### src/rtl/vector_writeback_arbiter.sv
// vector_writeback_arbiter
//   Final writeback stage in front of the vector register file write port. It merges
//   execute results (no backpressure, normally highest priority) with memory load
//   returns (valid/ready, buffered in a small in-order FIFO). At most one masked write
//   is issued per cycle, and that write is registered. A starvation counter raises
//   wb_ex_stall so that a load waiting in the FIFO is guaranteed to drain.
//
// Ports
//   clk, reset                   clock; synchronous active-high reset
//   ex_valid/ex_reg/ex_value/ex_mask       execute result, no backpressure
//   mem_valid/mem_ready/mem_reg/mem_value/mem_mask  load return handshake
//   wb_ex_stall                  upstream must hold ex_valid low while this is set
//   fifo_count                   occupied load FIFO entries
//   wb_writeback_reg/value/mask  register file write data (held when idle)
//   wb_enable_vector_writeback   register file write strobe

`ifndef REG_IDX_WIDTH
`define REG_IDX_WIDTH 5
`endif
`ifndef VECTOR_BITS
`define VECTOR_BITS 128
`endif
`ifndef VECTOR_LANES
`define VECTOR_LANES 16
`endif

module vector_writeback_arbiter #(
   parameter int unsigned FIFO_DEPTH   = 4,
   parameter int unsigned STARVE_LIMIT = 8
) (
   input  logic                             clk,
   input  logic                             reset,
   input  logic                             ex_valid,
   input  logic [`REG_IDX_WIDTH-1:0]        ex_reg,
   input  logic [`VECTOR_BITS-1:0]          ex_value,
   input  logic [`VECTOR_LANES-1:0]         ex_mask,
   input  logic                             mem_valid,
   output logic                             mem_ready,
   input  logic [`REG_IDX_WIDTH-1:0]        mem_reg,
   input  logic [`VECTOR_BITS-1:0]          mem_value,
   input  logic [`VECTOR_LANES-1:0]         mem_mask,
   output logic                             wb_ex_stall,
   output logic [$clog2(FIFO_DEPTH+1)-1:0]  fifo_count,
   output logic [`REG_IDX_WIDTH-1:0]        wb_writeback_reg,
   output logic [`VECTOR_BITS-1:0]          wb_writeback_value,
   output logic [`VECTOR_LANES-1:0]         wb_writeback_mask,
   output logic                             wb_enable_vector_writeback
);

   localparam int unsigned PtrW    = $clog2(FIFO_DEPTH);
   localparam int unsigned CntW    = $clog2(FIFO_DEPTH + 1);
   localparam int unsigned StarveW = $clog2(STARVE_LIMIT + 1);

   typedef struct packed {
      logic [`REG_IDX_WIDTH-1:0] dst;
      logic [`VECTOR_LANES-1:0]  mask;
      logic [`VECTOR_BITS-1:0]   value;
   } wb_entry_t;

   typedef enum logic [1:0] {SelNone, SelEx, SelFifo, SelMem} sel_e;

   // State
   wb_entry_t                 fifo_mem [FIFO_DEPTH];
   logic [PtrW-1:0]           rd_ptr_q, rd_ptr_d;
   logic [PtrW-1:0]           wr_ptr_q, wr_ptr_d;
   logic [CntW-1:0]           count_q, count_d;
   logic [StarveW-1:0]        starve_q, starve_d;
   logic                      stall_q, stall_d;
   wb_entry_t                 wb_q, wb_d;
   logic                      wb_en_q, wb_en_d;

   // Decode
   logic      fifo_empty, fifo_full, mem_accept, ex_ok, push, pop;
   sel_e      sel;
   wb_entry_t head, mem_entry, ex_entry;

   assign fifo_empty = (count_q == '0);
   assign fifo_full  = (count_q == CntW'(FIFO_DEPTH));
   // Ready never looks at this cycle's pop, so a full FIFO refuses even while draining.
   assign mem_ready  = !reset && !fifo_full;
   assign mem_accept = mem_valid && mem_ready;
   // An execute result presented during a stall is a protocol violation and is dropped.
   assign ex_ok      = ex_valid && !stall_q;

   assign head      = fifo_mem[rd_ptr_q];
   assign mem_entry = '{dst: mem_reg, mask: mem_mask, value: mem_value};
   assign ex_entry  = '{dst: ex_reg, mask: ex_mask, value: ex_value};

   always_comb begin
      sel = SelNone;
      if (stall_q && !fifo_empty) begin
         sel = SelFifo;
      end else if (ex_ok) begin
         sel = SelEx;
      end else if (!fifo_empty) begin
         sel = SelFifo;
      end else if (mem_accept) begin
         sel = SelMem;  // fall-through, never occupies a FIFO slot
      end
   end

   assign pop  = (sel == SelFifo);
   assign push = mem_accept && (sel != SelMem);

   // FIFO bookkeeping; pointers wrap naturally at the power-of-two depth.
   always_comb begin
      rd_ptr_d = rd_ptr_q;
      wr_ptr_d = wr_ptr_q;
      count_d  = count_q;
      if (pop) begin
         rd_ptr_d = rd_ptr_q + PtrW'(1);
      end
      if (push) begin
         wr_ptr_d = wr_ptr_q + PtrW'(1);
      end
      if (push && !pop) begin
         count_d = count_q + CntW'(1);
      end else if (pop && !push) begin
         count_d = count_q - CntW'(1);
      end
   end

   // Starvation: counts cycles a waiting load loses to execute; any pop or empty clears it.
   always_comb begin
      starve_d = '0;
      if (!fifo_empty && (sel == SelEx)) begin
         if (starve_q == StarveW'(STARVE_LIMIT)) begin
            starve_d = starve_q;
         end else begin
            starve_d = starve_q + StarveW'(1);
         end
      end
      stall_d = (starve_d == StarveW'(STARVE_LIMIT));
   end

   // Writeback output; data holds its previous value when nothing is issued.
   always_comb begin
      wb_d    = wb_q;
      wb_en_d = 1'b0;
      case (sel)
         SelEx: begin
            wb_d    = ex_entry;
            wb_en_d = 1'b1;
         end
         SelFifo: begin
            wb_d    = head;
            wb_en_d = 1'b1;
         end
         SelMem: begin
            wb_d    = mem_entry;
            wb_en_d = 1'b1;
         end
         default: begin
            wb_d    = wb_q;
            wb_en_d = 1'b0;
         end
      endcase
   end

   always_ff @(posedge clk) begin
      if (reset) begin
         rd_ptr_q <= '0;
         wr_ptr_q <= '0;
         count_q  <= '0;
         starve_q <= '0;
         stall_q  <= 1'b0;
         wb_q     <= '0;
         wb_en_q  <= 1'b0;
      end else begin
         rd_ptr_q <= rd_ptr_d;
         wr_ptr_q <= wr_ptr_d;
         count_q  <= count_d;
         starve_q <= starve_d;
         stall_q  <= stall_d;
         wb_q     <= wb_d;
         wb_en_q  <= wb_en_d;
      end
   end

   // Storage needs no reset; occupancy is tracked by the pointers and count.
   always_ff @(posedge clk) begin
      if (push) begin
         fifo_mem[wr_ptr_q] <= mem_entry;
      end
   end

   assign wb_ex_stall                = stall_q;
   assign fifo_count                 = count_q;
   assign wb_writeback_reg           = wb_q.dst;
   assign wb_writeback_value         = wb_q.value;
   assign wb_writeback_mask          = wb_q.mask;
   assign wb_enable_vector_writeback = wb_en_q;

`ifndef SYNTHESIS
   ex_during_stall: assert property (@(posedge clk) disable iff (reset) !(stall_q && ex_valid))
      else $error("ex_valid high while wb_ex_stall set; execute result dropped");
`endif

endmodule

### config.mk
export PLATFORM = sky130hd
export DESIGN_NAME = vector_writeback_arbiter
export DESIGN_NICKNAME = d
export VERILOG_FILES = /design/src/rtl/vector_writeback_arbiter.sv
export SDC_FILE = /design/constraint.sdc
export NUM_CORES = 1
export LEC_CHECK = 0
export ABC_AREA = 1
export BUFFER_PORTS_ARGS = -buffer_cell sky130_fd_sc_hd__buf_4
export CORE_MARGIN = 10
export CORE_UTILIZATION = 35
export CTS_CLUSTER_SIZE = 24
export DETAILED_ROUTE_END_ITERATION = 12
export GPL_TIMING_DRIVEN = 0
export PLACE_DENSITY = 0.54
export SYNTH_ARGS = -nofsm -noshare
export SYNTH_HDL_FRONTEND = slang
export SYNTH_SLANG_ARGS = --single-unit
### constraint.sdc
create_clock -name clk -period 10.01 [get_ports clk]
set_input_delay 2.5025 -clock clk [delete_from_list [all_inputs] [get_ports clk]]
set_output_delay 2.5025 -clock clk [all_outputs]
set_load 0.005 [all_outputs]
==> parameters.txt <==
Parameter                              Value

STA
  Transition time of the tightest slew-check pin    1.02 ns
  Period utilization    54.2%
  Setup repair after global routing missed its margin    no
  Clock period minus worst slack    5.43 ns
  Endpoints failing hold    0
  Final number of max-transition violations    0
  Min setup slack post-route    4.58 ns
  Final setup vio count    0
  Slew headroom    32.3%
  Max frequency    0.184 GHz
  Post-Route Skew    0.0312 ns

Clocking
  Sinks on the clock net    760
  Clock tree buffer depth    3
  Worst skew pair latency    0.63 ns
  H-tree level count    3
  TritonCTS buffer count    85
  Number of instances resized during post-cts repair    0
  Number of buffers inserted to repair setup after CTS    0
  TritonCTS clock tree    done
  Clock transition time at the flip-flop clock pins of the worst setup and hold paths    0.06 ns
  Root buffer cell    sky130_fd_sc_hd__clkbuf_16
  Number of buffers inserted for hold repair after clock tree synthesis    0

Place
  Total of buffers placed on input and output ports    456
  Cell total after placement    4,781
  Worst slack at placement    3.99 ns
  Final RePlAce weighted congestion    0.775
  Detailed Place HPWL    75.7 mm

Detailed routing
  Iteration-0 DRC Markers    1,885
  Post-DR wirelength/cell    22.0 µm
  Via-per-instance ratio    4.86
  1st-pass router iterations    5
  Antenna-violating nets left    0
  Detailed-route DRC error count    0
  Via count of the routed design    24,100
  Detailed-route wire length    109 mm

Synthesis
  Sequential-to-total area share from yosys stat    67.7%
  Most used flip-flop cell after synthesis    sky130_fd_sc_hd__edfxtp_1
  Number of instances in the synthesized netlist    3,135
  Distinct cell type count after synthesis    27
  Post-synth ARST share    0%
  Number of warnings issued by yosys    0
  Count of state elements after synthesis    760
  Post-synthesis instance area    31,300 µm²
  Syn Area/Cell    9.98 µm²
  Number of nets in the synthesized netlist    3,445
  EDFF count, synth    596

Global routing
  Busiest grt layer    met2
  GRT Overall Usage    20.7%
  Routing usage on met3    3.57%
  Wire length of the first global-routing pass    158 mm
  Met1 track demand over resource    27.9%
  Number of global-route vias before repair    23,700
  Grt total ovfl    0
  Number of antenna violations at the first check in global routing    13
  Met2 usage    34.0%
  Largest net degree at the start of global routing    28

Floorplanning
  Starting density of the core    35.3%
  Die footprint    102,000 µm²
  Placeable core area    88,500 µm²
  Vert. Die Dim    319 µm
  Horiz. Die Dim    319 µm
  # rows    109
  Number of primary I/O pins    457

Setup path
  CP Launch Point    reset
  Type of the setup path with the least slack    primary input to output port
  Worst-path maximum fanout    6
  Worst Reg-to-Reg Cells    9
  Worst EP arrival    2.93 ns
  Startpoint Class    primary input
  Reg-to-Reg Start    wb_ex_stall$_SDFF_PP0_
  R2R Path End    fifo_mem[1][119]$_DFFE_PP_
  Minimum setup slack among reg-to-reg paths    6.19 ns
  Worst Setup End Kind    output port
  Critical path required time    7.51 ns

Layout
  Register with the most flip-flops    fifo_mem
  Core occupancy in the finished layout    44.9%
  Layout net count    4,013
  Highest-count cells in the layout ignoring fill and taps    sky130_fd_sc_hd__nand2_1, sky130_fd_sc_hd__edfxtp_1, sky130_fd_sc_hd__nand3_1
  Post-route insts no fill    4,946
  Share of cells above drive strength 1    19.4%
  Flip-flop count of the largest register, all copies and words added    596
  Area Growth Syn to Fin    26.9%
  Leading cell type in the layout, fill and taps excluded    sky130_fd_sc_hd__nand2_1

Hold path
  Endpoint, Worst Hold    wb_writeback_mask[2]$_SDFFE_PP0P_
  Start point of the worst min-delay path    wb_writeback_mask[2]$_SDFFE_PP0P_
  Depth of the worst hold-timing path    2
  Path type of the worst min-delay path    register to register

Run
  Number of max-cap violations    0

Power and ir drop
  Worst vdd ir    0.144 mV
  Final Total Pwr    9.83 mW
  Leakage power total    16.4 nW
  Total power per unit cell area    248 nW/µm²

Status
  Status    finished clean
cell type report:
class | count | area [µm²]
diodes | 6 | 15.0
flip-flops and latches | 760 | 21200
repair buffers | 481 | 3950
inverters | 67 | 251
well taps | 1165 | 1460
plain buffers | 194 | 947
clock buffers | 109 | 2310
multi-input cells | 2114 | 8940
clock inverters | 50 | 648
fillers | 8506 | 48800
per-stage QoR:
step	hold WS, ns	TNS [ns]	cell area [µm²]
floorplan	0.436	-22.98	31300
global placement	0.441	-3972.65	36200
detailed placement	0.440	0	36700
CTS	0.453	0	39700
global route	0.463	0	39700
finish	0.450	0	39700
per-layer routing:
metal / vias up / share of wire [%]
met3: 127 / 6.2
met5: - / 0.035
met2: 705 / 47
met1: 11500 / 44
met4: 6 / 2.3
li1: 11700 / -
where the power goes:
| part | leakage, nW | internal [mW] | switching [mW] |
|---|---|---|---|
| clock network | 1.45 | 2.00 | 1.31 |
| logic | 8.17 | 0.883 | 1.79 |
| registers | 6.75 | 3.72 | 0.128 |
| total | 16.4 | 6.60 | 3.23 |
logic make-up (layout without fill, tap and decap cells):
| family | Yosys count | after routing | synth area share, % |
|---|---|---|---|
| AO/OA/AOI/OAI | 127 | 127 | 2.04 |
| XOR/XNOR | 3 | 3 | 0.0840 |
| adder cells (fa/ha/maj) | 8 | 8 | 0.344 |
| buffers and inverters | 261 | 901 | 3.83 |
| flip-flops | 760 | 760 | 67.7 |
| other | 0 | 6 | 0 |
| AND/OR/NAND/NOR | 1976 | 1976 | 26.0 |
critical path, stage by stage:
cell	delay (ns)
sky130_fd_sc_hd__buf_4	0.15
sky130_fd_sc_hd__a21oi_1	0.14
sky130_fd_sc_hd__buf_4	0.13
worst max-delay path by stage:
stage | slack [ns] | cells after the start | to
after detailed placement | 3.99 | 11 | fifo_mem[1][119]$_DFFE_PP_
after global placement | -6.89 | 7 | fifo_mem[2][145]$_DFFE_PP_
final | 4.58 | 3 | mem_ready
after global routing | 4.49 | 11 | fifo_mem[1][119]$_DFFE_PP_
after floorplan | -0.04 | 6 | fifo_mem[0][0]$_DFFE_PP_
after CTS | 4.57 | 3 | mem_ready
Yosys cell counts (all sizes together), types with 3 or more instances:
| master | instances | share of area [%] |
|---|---|---|
| a21oi | 8 | 0.13 |
| buf | 115 | 2.1 |
| clkbuf | 79 | 0.95 |
| dfxtp | 164 | 10 |
| edfxtp | 596 | 57 |
| ha | 7 | 0.28 |
| inv | 66 | 0.79 |
| nand2 | 1199 | 14 |
| nand3 | 490 | 7.9 |
| nand4 | 21 | 0.42 |
| nor2 | 265 | 3.3 |
| o21ai | 118 | 1.9 |
| xor2 | 3 | 0.084 |
Power figures use the tool's default switching activity.
